`src/rtl/tx_serializer.sv`:
```
// tx_serializer
// Parallel-to-serial transmitter with a one-word holding buffer. A producer
// hands over words through a valid/ready handshake. The serial line advances
// one bit for each shift_tick that arrives while tx_enable is high. A word
// waiting in the holding buffer follows the current word with no idle bit
// between them.
//
// States:
//   state | meaning
//   IDLE  | nothing shifting, tx_out at IDLE_VAL; loads as soon as a word is held and enabled
//   SHIFT | a word is on the line, bit counter tracks the bit currently driven
//
// Ports:
//   clk         in   system clock, rising edge
//   n_rst       in   asynchronous active-low reset
//   shift_tick  in   one-cycle strobe advancing the line by one bit
//   tx_enable   in   qualifies shift_tick and word start; low freezes the block
//   tx_valid    in   producer offers tx_data
//   tx_data     in   DATA_W parallel word
//   tx_ready    out  holding buffer empty
//   tx_out      out  registered serial data
//   busy        out  high while in SHIFT
//   word_done   out  one-cycle pulse when the last bit of a word is retired
module tx_serializer #(
  parameter int unsigned DATA_W    = 8,
  parameter bit          MSB_FIRST = 1'b1,
  parameter bit          IDLE_VAL  = 1'b1
) (
  input  logic              clk,
  input  logic              n_rst,
  input  logic              shift_tick,
  input  logic              tx_enable,
  input  logic              tx_valid,
  input  logic [DATA_W-1:0] tx_data,
  output logic              tx_ready,
  output logic              tx_out,
  output logic              busy,
  output logic              word_done
);

  localparam int unsigned       CNT_W    = $clog2(DATA_W);
  localparam logic [CNT_W-1:0]  CNT_LAST = CNT_W'(DATA_W - 1);

  typedef enum logic {
    IDLE  = 1'b0,
    SHIFT = 1'b1
  } state_e;

  state_e              state_q, state_d;
  logic [DATA_W-1:0]   hold_q, hold_d;
  logic                hold_full_q, hold_full_d;
  logic [DATA_W-1:0]   shift_q, shift_d;
  logic [CNT_W-1:0]    cnt_q, cnt_d;
  logic                tx_out_q, tx_out_d;
  logic                word_done_q, word_done_d;

  logic                accept;
  logic                consume;
  logic                tick;
  logic [DATA_W-1:0]   shifted;

  // Bit presented on the line for a given shifter value.
  function automatic logic out_bit(input logic [DATA_W-1:0] v);
    return MSB_FIRST ? v[DATA_W-1] : v[0];
  endfunction

  assign accept  = tx_valid && !hold_full_q;
  assign tick    = shift_tick && tx_enable;
  // Move the next bit into the output position.
  assign shifted = MSB_FIRST ? {shift_q[DATA_W-2:0], 1'b0}
                             : {1'b0, shift_q[DATA_W-1:1]};

  always_comb begin
    state_d     = state_q;
    shift_d     = shift_q;
    cnt_d       = cnt_q;
    tx_out_d    = tx_out_q;
    word_done_d = 1'b0;
    consume     = 1'b0;

    case (state_q)
      IDLE: begin
        if (hold_full_q && tx_enable) begin
          shift_d  = hold_q;
          cnt_d    = '0;
          consume  = 1'b1;
          state_d  = SHIFT;
          tx_out_d = out_bit(hold_q);
        end
      end
      SHIFT: begin
        if (tick) begin
          if (cnt_q != CNT_LAST) begin
            shift_d  = shifted;
            cnt_d    = cnt_q + CNT_W'(1);
            tx_out_d = out_bit(shifted);
          end else begin
            word_done_d = 1'b1;
            if (hold_full_q) begin
              // Chain the held word straight onto the line.
              shift_d  = hold_q;
              cnt_d    = '0;
              consume  = 1'b1;
              tx_out_d = out_bit(hold_q);
            end else begin
              state_d  = IDLE;
              tx_out_d = IDLE_VAL;
            end
          end
        end
      end
      default: begin
        state_d  = IDLE;
        tx_out_d = IDLE_VAL;
      end
    endcase
  end

  // Accept and consume are mutually exclusive: accept needs an empty buffer,
  // consume needs a full one.
  always_comb begin
    hold_d      = hold_q;
    hold_full_d = hold_full_q;
    if (accept) begin
      hold_d      = tx_data;
      hold_full_d = 1'b1;
    end else if (consume) begin
      hold_full_d = 1'b0;
    end
  end

  always_ff @(posedge clk or negedge n_rst) begin
    if (!n_rst) begin
      state_q     <= IDLE;
      hold_q      <= '0;
      hold_full_q <= 1'b0;
      shift_q     <= '0;
      cnt_q       <= '0;
      tx_out_q    <= IDLE_VAL;
      word_done_q <= 1'b0;
    end else begin
      state_q     <= state_d;
      hold_q      <= hold_d;
      hold_full_q <= hold_full_d;
      shift_q     <= shift_d;
      cnt_q       <= cnt_d;
      tx_out_q    <= tx_out_d;
      word_done_q <= word_done_d;
    end
  end

  assign tx_ready  = !hold_full_q;
  assign busy      = (state_q == SHIFT);
  assign tx_out    = tx_out_q;
  assign word_done = word_done_q;

endmodule

```
`config.mk`:
```
export PLATFORM = sky130hd
export DESIGN_NAME = tx_serializer
export DESIGN_NICKNAME = d
export VERILOG_FILES = /design/src/rtl/tx_serializer.sv
export SDC_FILE = /design/constraint.sdc
export NUM_CORES = 1
export LEC_CHECK = 0
export CAP_MARGIN = 20
export CORE_MARGIN = 2
export CORE_UTILIZATION = 43
export DETAILED_ROUTE_END_ITERATION = 8
export PLACE_DENSITY = 0.7
export SETUP_SLACK_MARGIN = 0.4
export SLEW_MARGIN = 40
export SYNTH_ARGS = -nofsm -noshare
export SYNTH_HDL_FRONTEND = slang
export SYNTH_SLANG_ARGS = --single-unit
export TNS_END_PERCENT = 30
```
`constraint.sdc`:
```
create_clock -name clk -period 1.95 [get_ports clk]
set_input_delay 0.39 -clock clk [delete_from_list [all_inputs] [get_ports clk]]
set_output_delay 0.39 -clock clk [all_outputs]
set_load 0.02 [all_outputs]
```
==> reports/results.md, run 1 <==
### Detailed routing
- **via density per instance** 4.93
- **via count of the routed design** 641
- **routed metal-1 wirelength** 800 um
- **remaining routing DRC violations** 0
- **routed wire length per instance** 13.2 um
- **starting DRC count in detailed routing** 6
- **number of detailed-route iterations in the first pass** 2
- **Met2 Wirelength** 828 um
- **metal3 WL** 65 um
- **DRT antenna net count** 0
- **Total Routed Length** 1720 um
- **topmost layer with routed signal wires** met4

### Hold path
- **Hold Crit Class** input pin to async pin

### Clock tree
- **number of hold-repair buffers added at the cts stage** 0
- **TritonCTS Buffers** 3
- **clk root buf** sky130_fd_sc_hd__clkbuf_4
- **clock tree from TritonCTS** done
- **CTS Sinks** 22
- **latest clock arrival within the worst-skew pair** 0.30 ns
- **clock-pin slew on the worst setup and hold paths** 0.12 ns
- **CTS H-tree depth** 1
- **maximum number of buffers from clock root to sink** 2

### Setup path
- **ordered list of cells on the worst path** ha_2 > ha_4 > nand2b_4 > a221oi_4 > buf_12 > mux2_2
- **required time worst endpoint** 2.14 ns
- **path type of the worst setup path** flop to flop
- **startpoint type of the worst setup path** flop
- **Critical path buffers and inverters** 1
- **crit path capture type** flop
- **crit-path max FO** 10
- **Worst path top cell family by delay** flip-flops
- **Arrival @ worst endpoint** 1.99 ns
- **slowest stage cell on the critical path** sky130_fd_sc_hd__dfrtp_1
- **Worst path max stage delay** 0.42 ns

### Final layout
- **fraction of final layout cells sized beyond drive strength 1** 39.2%
- **multi-input logic area** 438 um^2
- **antenna diode count** 0
- **Final #Nets** 118
- **utilization after layout** 58.8%
- **number of standard cells in the layout, taps in and fillers out** 130
- **synthesis-to-finish area growth** 28.2%
- **combined flip-flop and latch cell area** 553 um^2
- **number of fillers in the final layout** 197

### Timing
- **period utilisation layout** 92.3%
- **slew at the pin with the worst max-slew slack** 0.268 ns
- **worst clock skew on the final layout** 0.00666 ns
- **final-report max-slew violation count** 0
- **highest clock rate** 0.556 GHz
- **final hold violations** 0
- **RSZ-0062 raised after global routing** yes
- **time the worst path needs with I/O delays and setup** 1.80 ns
- **final setup fails** 0
- **setup_tns** 0 ns
- **relative slew slack** 81.9%
- **tightest hold margin** 0.417 ns

### Yosys
- **dominant register cell in the synthesized netlist** sky130_fd_sc_hd__dfrtp_1
- **register area share after synthesis** 53.9%
- **per-instance average area after synthesis** 13.3 um^2
- **cell taking the most area after synthesis** sky130_fd_sc_hd__dfrtp_1
- **ranking of synthesized cells by instance count** 21 x sky130_fd_sc_hd__dfrtp_1, 21 x sky130_fd_sc_hd__mux2_2, 7 x sky130_fd_sc_hd__inv_1
- **EDFF count, synth** 0
- **synthesized cell area** 0.00102 mm^2
- **top cells by area in the synthesized netlist** sky130_fd_sc_hd__dfrtp_1 51%, sky130_fd_sc_hd__mux2_2 23%, sky130_fd_sc_hd__mux2i_1 3.9%
- **total number of yosys warnings** 0
- **cells after synthesis** 77
- **flip-flop and latch count after synthesis** 22
- **async set-reset flop share out of synthesis** 100%
- **fraction of post-synthesis cell area in the top cell type by area** 51.3%
- **post-synthesis cell type count** 18
- **number of nets produced by synthesis** 92

### Pwr
- **part of the total power dissipated in sequential elements** 45.3%
- **switching power of the nets** 0.546 mW
- **P_leak** 0.595 nW
- **power density over the cells** 1330 mW/mm^2
- **switching portion of total power** 31.3%
- **Clk pwr share** 11.8%
- **logic gate share of total power** 42.8%
- **maximum vdd drop** 675 uV
- **Internal Dissipation** 1.20 mW

### Global routing
- **Total GRT Usage** 16.1%
- **maximum number of pins on one net before global-route repair** 23
- **number of antenna violations at the first check in global routing** 0
- **wire length of the first global-routing pass** 3130 um
- **GRT overflow** 0
- **via count of the first global-routing pass** 700

### Place
- **# port buffers** 16
- **total half-perimeter wirelength after legalization and detailed placement** 1240 um
- **post-placement cell count** 123
- **weighted congestion reported at the end of routability-driven placement** 0.688

### Floorplanning
- **Core Footprint** 0.00223 mm^2
- **initial core utilization** 45.8%
- **total die area** 0.00279 mm^2
- **number of core rows** 17
- **horizontal extent of the die** 52.8 um
- **count of pins on the block boundary** 17
- **vertical die dimension** 52.8 um

### Run status
- **result of the run** complete, no violations

### Run
- **max-cap violations** 0

-- cell families (layout without fill, tap and decap cells) --
family | Yosys count | after routing | share of synthesized area (%)
mux | 25 | 25 | 27.0
flops | 22 | 22 | 53.9
simple gates | 11 | 11 | 5.38
buf+inv | 10 | 35 | 5.13
compound gates | 7 | 7 | 6.11
fa+ha+maj | 2 | 2 | 2.44
-- metal layers --
layer | vias up | GRT usage [%]
met3 | 2 | 3.71
met4 | 0 | 8.97
li1 | 314 | -
met2 | 11 | 27.7
met1 | 314 | 18.2
met5 | - | 0
-- state kept, by name (all words and copies together), names as in the netlist --
name         cells
hold_q           8
tx_out           1
shift_q          7
busy             1
word_done        1
cnt_q            3
hold_full_q      1
-- per-stage QoR --
stage | total power [mW] | instance area, um^2 | setup slack [ns]
2_1_floorplan | 1.35 | 1040 | -0.00262
3_3_place_gp | 1.52 | 1260 | 0.0805
3_5_place_dp | 1.55 | 1260 | 0.0536
4_1_cts | 1.76 | 1300 | 0.134
5_1_grt | 1.91 | 1310 | 0.109
6_report | 1.75 | 1310 | 0.151
-- final timing paths --
kind / slack (ns) / start / depth (start not counted) / to
setup / recovery: 0.15 / cnt_q[0] / 6 / shift_q[5]
hold / removal: 0.42 / n_rst / 2 / hold_q[1]
setup reg to reg: 0.15 / cnt_q[0] / 6 / shift_q[5]
hold reg to reg: 0.51 / tx_out / 2 / tx_out
max in group asynchronous: 1.25 / n_rst / 2 / tx_out
min in group clk: 0.51 / tx_out / 2 / tx_out
-- timing repair --
action	4_1_cts	5_1_grt
resized for setup	7	0
hold endpoints to repair	0	0
buffers inserted	1	2
setup endpoints to repair	14	15
-- placed cells by master (no fill, tap or decap), types with 3 or more instances in the layout --
cell type | Yosys | routed
sky130_fd_sc_hd__mux2_2 | 21 | 20
sky130_fd_sc_hd__buf_4 | 0 | 7
sky130_fd_sc_hd__mux2i_1 | 4 | 4
sky130_fd_sc_hd__nor2_1 | 3 | 3
sky130_fd_sc_hd__dfrtp_1 | 21 | 20
sky130_fd_sc_hd__clkdlybuf4s50_1 | 0 | 14
sky130_fd_sc_hd__nand2_1 | 5 | 5
sky130_fd_sc_hd__o21ai_0 | 3 | 3
sky130_fd_sc_hd__clkbuf_4 | 0 | 3
sky130_fd_sc_hd__inv_1 | 7 | 6
-- power by group through the flow --
| stage | clock network, mW | registers, mW | logic [mW] |
|---|---|---|---|
| 2_1_floorplan | 0 | 0.785 | 0.564 |
| 3_3_place_gp | 0 | 0.805 | 0.711 |
| 3_5_place_dp | 0 | 0.816 | 0.734 |
| 4_1_cts | 0.215 | 0.794 | 0.754 |
| 5_1_grt | 0.239 | 0.824 | 0.850 |
| 6_report | 0.206 | 0.791 | 0.748 |
-- layout make-up --
type | instances | share of cell area [%]
Inverter | 7 | 2.00
Sequential cell | 22 | 42.1
Tap cell | 28 | 2.67
Timing Repair Buffer | 24 | 17.8
Multi-Input combinational cell | 45 | 33.4
Clock buffer | 4 | 2.00
-- worst register-to-register path: stages, from the launching register on --
cell and delay (ns):
sky130_fd_sc_hd__dfrtp_1 0.42, sky130_fd_sc_hd__ha_2 0.20, sky130_fd_sc_hd__ha_4 0.16, sky130_fd_sc_hd__nand2b_4 0.14, sky130_fd_sc_hd__a221oi_4 0.26, sky130_fd_sc_hd__buf_12 0.17
sky130_fd_sc_hd__mux2_2 0.33
No activity file was read; power rests on OpenSTA's default activity.
==> run 2, diff against run 1 <==
--- a/config.mk
+++ b/config.mk
@@ -11,7 +11,6 @@
 export DETAILED_ROUTE_END_ITERATION = 8
 export PLACE_DENSITY = 0.7
 export SETUP_SLACK_MARGIN = 0.4
-export SLEW_MARGIN = 40
 export SYNTH_ARGS = -nofsm -noshare
 export SYNTH_HDL_FRONTEND = slang
 export SYNTH_SLANG_ARGS = --single-unit
==> results of run 2 <==
The final DEF is identical to that of run 1; final timing and power are the same.
